`src/rtl/mips_ex_core.sv`:
```
// mips_ex_core
//   Combined decode/execute slice of the five-stage MIPS pipeline. Decodes the
//   main control word from the opcode, derives the 4-bit ALU operation from
//   ALUOp and funct, evaluates the ALU, and registers result/zero into the
//   EX/MEM boundary.
//
// Ports
//   clk, rst_n        : rising-edge clock, asynchronous active-low reset
//   instr[31:0]       : instruction word (opcode/rs/rt/rd/imm/funct)
//   rs_data, rt_data  : forwarded register operands (WIDTH bits)
//   flush             : synchronous clear of alu_out_q/zero_q
//   regdst .. jump    : main control outputs
//   aluop[1:0]        : ALUOp
//   aluctl[3:0]       : ALU operation code
//   wrreg[4:0]        : destination register (rd if regdst, else rt)
//   alu_out, zero     : combinational ALU result and zero flag
//   alu_out_q, zero_q : registered alu_out/zero
module mips_ex_core #(
  parameter int unsigned WIDTH = 32
) (
  input  logic             clk,
  input  logic             rst_n,
  input  logic [31:0]      instr,
  input  logic [WIDTH-1:0] rs_data,
  input  logic [WIDTH-1:0] rt_data,
  input  logic             flush,
  output logic             regdst,
  output logic             branch_eq,
  output logic             branch_ne,
  output logic             memread,
  output logic             memwrite,
  output logic             memtoreg,
  output logic             regwrite,
  output logic             alusrc,
  output logic             jump,
  output logic [1:0]       aluop,
  output logic [3:0]       aluctl,
  output logic [4:0]       wrreg,
  output logic [WIDTH-1:0] alu_out,
  output logic             zero,
  output logic [WIDTH-1:0] alu_out_q,
  output logic             zero_q
);

  typedef enum logic [5:0] {
    OP_RTYPE = 6'h00,
    OP_J     = 6'h02,
    OP_BEQ   = 6'h04,
    OP_BNE   = 6'h05,
    OP_ADDI  = 6'h08,
    OP_LW    = 6'h23,
    OP_SW    = 6'h2B
  } opcode_e;

  typedef enum logic [5:0] {
    FN_MUL = 6'h18,
    FN_ADD = 6'h20,
    FN_SUB = 6'h22,
    FN_AND = 6'h24,
    FN_OR  = 6'h25,
    FN_XOR = 6'h26,
    FN_NOR = 6'h27,
    FN_SLT = 6'h2A
  } funct_e;

  typedef enum logic [1:0] {
    ALUOP_ADD   = 2'b00,
    ALUOP_SUB   = 2'b01,
    ALUOP_FUNCT = 2'b10,
    ALUOP_ADD2  = 2'b11
  } aluop_e;

  typedef enum logic [3:0] {
    ALU_AND = 4'b0000,
    ALU_OR  = 4'b0001,
    ALU_ADD = 4'b0010,
    ALU_MUL = 4'b0011,
    ALU_SUB = 4'b0110,
    ALU_SLT = 4'b0111,
    ALU_NOR = 4'b1100,
    ALU_XOR = 4'b1101
  } aluctl_e;

  logic [5:0]       opcode;
  logic [5:0]       funct;
  logic [4:0]       rt_f;
  logic [4:0]       rd_f;
  logic [15:0]      imm;
  logic [WIDTH-1:0] imm_sext;
  logic [WIDTH-1:0] op_a;
  logic [WIDTH-1:0] op_b;
  logic [WIDTH-1:0] alu_res;

  assign opcode = instr[31:26];
  assign rt_f   = instr[20:16];
  assign rd_f   = instr[15:11];
  assign imm    = instr[15:0];
  assign funct  = instr[5:0];

  // Main control decode
  always_comb begin
    regdst    = 1'b0;
    branch_eq = 1'b0;
    branch_ne = 1'b0;
    memread   = 1'b0;
    memwrite  = 1'b0;
    memtoreg  = 1'b0;
    regwrite  = 1'b0;
    alusrc    = 1'b0;
    jump      = 1'b0;
    aluop     = ALUOP_ADD;
    case (opcode)
      OP_RTYPE: begin
        regdst   = 1'b1;
        regwrite = 1'b1;
        aluop    = ALUOP_FUNCT;
      end
      OP_LW: begin
        alusrc   = 1'b1;
        memread  = 1'b1;
        memtoreg = 1'b1;
        regwrite = 1'b1;
      end
      OP_SW: begin
        alusrc   = 1'b1;
        memwrite = 1'b1;
      end
      OP_BEQ: begin
        branch_eq = 1'b1;
        aluop     = ALUOP_SUB;
      end
      OP_BNE: begin
        branch_ne = 1'b1;
        aluop     = ALUOP_SUB;
      end
      OP_ADDI: begin
        alusrc   = 1'b1;
        regwrite = 1'b1;
      end
      OP_J: begin
        jump = 1'b1;
      end
      default: ;
    endcase
  end

  // ALU control
  always_comb begin
    aluctl = ALU_ADD;
    case (aluop)
      ALUOP_ADD, ALUOP_ADD2: aluctl = ALU_ADD;
      ALUOP_SUB:             aluctl = ALU_SUB;
      ALUOP_FUNCT: begin
        case (funct)
          FN_ADD:  aluctl = ALU_ADD;
          FN_SUB:  aluctl = ALU_SUB;
          FN_AND:  aluctl = ALU_AND;
          FN_OR:   aluctl = ALU_OR;
          FN_XOR:  aluctl = ALU_XOR;
          FN_NOR:  aluctl = ALU_NOR;
          FN_SLT:  aluctl = ALU_SLT;
          FN_MUL:  aluctl = ALU_MUL;
          default: aluctl = ALU_ADD;
        endcase
      end
      default: aluctl = ALU_ADD;
    endcase
  end

  assign wrreg    = regdst ? rd_f : rt_f;
  assign imm_sext = {{(WIDTH-16){imm[15]}}, imm};
  assign op_a     = rs_data;
  assign op_b     = alusrc ? imm_sext : rt_data;

  // ALU datapath
  always_comb begin
    alu_res = '0;
    case (aluctl)
      ALU_ADD: alu_res = op_a + op_b;
      ALU_SUB: alu_res = op_a - op_b;
      ALU_AND: alu_res = op_a & op_b;
      ALU_OR:  alu_res = op_a | op_b;
      ALU_XOR: alu_res = op_a ^ op_b;
      ALU_NOR: alu_res = ~(op_a | op_b);
      ALU_SLT: alu_res = {{(WIDTH-1){1'b0}}, ($signed(op_a) < $signed(op_b))};
      // Low WIDTH bits of a product are identical for signed and unsigned
      // operands, so a WIDTH-wide multiply yields the signed product's low half.
      ALU_MUL: alu_res = op_a * op_b;
      default: alu_res = '0;
    endcase
  end

  assign alu_out = alu_res;
  assign zero    = (alu_res == '0);

  // EX/MEM boundary register: reset beats flush, flush beats load
  always_ff @(posedge clk or negedge rst_n) begin
    if (!rst_n) begin
      alu_out_q <= '0;
      zero_q    <= 1'b0;
    end else if (flush) begin
      alu_out_q <= '0;
      zero_q    <= 1'b0;
    end else begin
      alu_out_q <= alu_out;
      zero_q    <= zero;
    end
  end

endmodule

```
`config.mk`:
```
export PLATFORM = sky130hd
export DESIGN_NAME = mips_ex_core
export DESIGN_NICKNAME = d
export VERILOG_FILES = /design/src/rtl/mips_ex_core.sv
export SDC_FILE = /design/constraint.sdc
export NUM_CORES = 2
export LEC_CHECK = 0
export ABC_CLOCK_PERIOD_IN_PS = 20900
export BUFFER_PORTS_ARGS = -buffer_cell sky130_fd_sc_hd__buf_2
export CAP_MARGIN = 20
export CORE_MARGIN = 5
export CORE_UTILIZATION = 30
export CTS_BUF_LIST = sky130_fd_sc_hd__clkbuf_2 sky130_fd_sc_hd__clkbuf_4 sky130_fd_sc_hd__clkbuf_8
export DETAILED_ROUTE_END_ITERATION = 10
export PLACE_DENSITY = 0.55
export SLEW_MARGIN = 20
export SYNTH_ARGS = -nofsm -noshare
export SYNTH_HDL_FRONTEND = slang
export SYNTH_SLANG_ARGS = --single-unit
```
`constraint.sdc`:
```
create_clock -name clk -period 20.9 [get_ports clk]
set_input_delay 5.225 -clock clk [delete_from_list [all_inputs] [get_ports clk]]
set_output_delay 5.225 -clock clk [all_outputs]
set_load 0.03 [all_outputs]
```
==> results.py <==
metrics = {
    "routing": {
        "routed_via_density": 5.338,
        "wl_per_cell_um": 23.80,
        "wl_um": 93410,
        "first_pass_iters": 7,
        "drt_iter0_markers": 1994,
        "drc_errors": 0,
        "vias": 20947,
        "antenna_left": 0,
    },
    "hold_path": {
        "min_path_type": "primary input to async pin",
    },
    "global_route": {
        "grt_usage_pct": 22.51,
        "grt_pass1_wl_um": 137800,
        "grt_pass1_vias": 20964,
        "antenna_found_initial": 9,
        "grt_max_degree": 34,
        "gr-total-overflow": 0,
    },
    "final_layout": {
        "fin_area_sq_um": 24910,
        "nFillCells": 8032,
        "area_growth_pct": 10.23,
        "drive_gt1_share_pct": 11.62,
        "fin_util_pct": 33.40,
        "final_nets": 3683,
    },
    "logic_synthesis": {
        "synth_commonest_cells": "465 x inv_1, 422 x nor2_1, 410 x fa_1",
        "synth_area_leader_cell": "fa_1",
        "synth_top_family_by_area": "adder cells",
        "synth.avg_cell_area_sq_um": 8.046,
        "synth_cell_types": 107,
        "synth_compound_area_share_pct": 13.84,
        "synth_edf_count": 0,
        "synth-adder-area-share_pct": 48.62,
        "ys.warnings.count": 0,
        "muxShareOfSynthArea_pct": 0.8860,
        "synth_xor_area_share_pct": 3.882,
        "yosys.area_share.simple_pct": 18.51,
        "async_reset_ff_share_pct": 100.0,
        "yosysSeqAreaShare_pct": 3.655,
        "synth-main-ff-cell": "dfrtp_1",
        "syn_nets": 3539,
        "synthTopCellsByArea": "fa_1 36%, ha_1 12%, inv_1 7.7%",
        "yosysMostFrequentCell": "inv_1",
        "ys_ff_latch": 33,
        "syn_inst": 2808,
        "synth_top_area_share_pct": 36.33,
        "syn_area_sq_um": 22590,
    },
    "setup_path": {
        "path_depth": 32,
        "critPathMaxFanout": 14,
        "cp_data_arrival_time_ns": 15.02,
        "endpoint": "zero",
        "crit_slowest_cell": "fa_1",
        "end_kind": "output port",
        "required_ns": 15.67,
        "startpoint": "instr[31]",
        "cp_top_family": "adder cells",
        "path_class": "primary input to output port",
        "worst_path_largest_cell_delay_ns": 0.56,
        "cpMostUsedCell": "fa_1",
        "critPathBufInv": 8,
        "cp-start-kind": "primary input",
    },
    "clock_tree": {
        "ctsHoldBuffers": 0,
        "numCtsBuffers": 5,
        "root_buffer": "clkbuf_8",
        "clk_pin_slew_ns": 0.07,
        "htreeDepth": 2,
        "cts_tree": "done",
        "clock_sinks": 33,
        "clockBufferDepth": 2,
        "postCtsSetupBuffers": 0,
        "post_cts_resized": 0,
    },
    "sta": {
        "finalMaxSlewViolations": 0,
        "hold_viol_final": 0,
        "rsz0062_at_grt": "no",
        "relSlewSlack_pct": 24.80,
        "finalSetupViolCount": 0,
        "tightest_slew_ns": 1.127,
        "fin_crit_ns": 20.25,
        "fin_ws_ns": 0.6543,
        "fmax_mhz": 49.39,
        "finalCritPeriodShare_pct": 96.87,
        "tns_ns": 0,
    },
    "status": {
        "status": "finished clean",
    },
    "placement": {
        "io_buffers": 179,
        "place_ws_ns": 0.8130,
        "dpl_cell_area_sq_um": 24810,
        "gp_congestion": 0.9667,
        "hpwl_um": 76300,
    },
    "die": {
        "core.rowCount": 100,
        "fp.dieW_um": 284.4,
        "initial_core_util_pct": 30.30,
        "pin_count": 185,
        "die_h_um": 284.4,
        "core-area_sq_um": 74570,
        "die_area_sq_um": 80900,
    },
    "run": {
        "drv_cap": 0,
    },
}
stage by stage:
| step | cells | hold slack [ns] |
|---|---|---|
| 5_1_grt | 3922 | 5.076 |
| 4_1_cts | 3921 | 5.031 |
| 6_report | 3924 | 5.007 |
| 3_3_place_gp | 3914 | 5.340 |
| 2_1_floorplan | 2808 | 4.929 |
| 3_5_place_dp | 3914 | 5.344 |
kinds of logic (layout without fill, tap and decap cells):
group,Yosys count,after routing
buffers and inverters,617,761
xor gates and xnor gates,97,97
other,0,3
adders and majority gates,632,632
muxes,19,19
AOI/OAI and AO/OA,444,444
and+or+nand+nor,966,966
DFF,33,33
sequential cells by signal, indices dropped and copies added, names as in the netlist:
signal / cells
zero_q: 1
alu_out_q: 32
layer usage:
| layer | vias to the layer above | wire (um) | GRT usage [%] |
|---|---|---|---|
| met5 | - | 41 | 0 |
| met4 | 6 | 2930 | 5.458 |
| met3 | 167 | 11080 | 7.316 |
| met2 | 1146 | 41160 | 35.23 |
| met1 | 10391 | 38200 | 30.32 |
| li1 | 9237 | - | - |
layout by cell type (no fill, tap or decap), drive strengths merged, types with 8 or more instances in the layout:
master     n
inv      480
nor2     422
fa       410
nand2    346
buf      263
ha       222
a21oi    103
o21ai     77
xnor2     76
nand3     34
dfrtp     33
nor2b     30
nor3      28
a21o      23
o211ai    22
xor2      19
a221oi    19
o22ai     18
a22oi     18
a211oi    17
a31oi     15
nor4      15
o31ai     14
o21a      13
and3      13
o21bai    12
clkinv    11
mux2i     11
nand4     11
a221o     11
and2      11
nand2b    10
a2111oi    9
mux2       8
o221ai     8
o31a       8
worst min-delay path by stage:
stage                      from  slack, ns  cells past startpoint             to
after floorplan           rst_n       4.93                      0   alu_out_q[0]
after global placement    rst_n       5.34                      1  alu_out_q[31]
after detailed placement  rst_n       5.34                      1  alu_out_q[25]
after CTS                 rst_n       5.03                      1  alu_out_q[13]
after global routing      rst_n       5.08                      1  alu_out_q[23]
final                     rst_n       5.01                      1  alu_out_q[22]
layout make-up:
cell class              instances  area, sq um  area share, %
multi-input cells            2158        19400          77.90
inverters                     491         1843          7.400
repair buffers                263         1526          6.129
well taps                     969         1212          4.868
flip-flops and latches         33        825.8          3.316
clock buffers                   7        90.09         0.3617
diodes                          3        7.507        0.03014
Power is left out: the tool's default activity adds up to more than one toggle a clock period on the data nets, which glitch-free logic cannot reach.
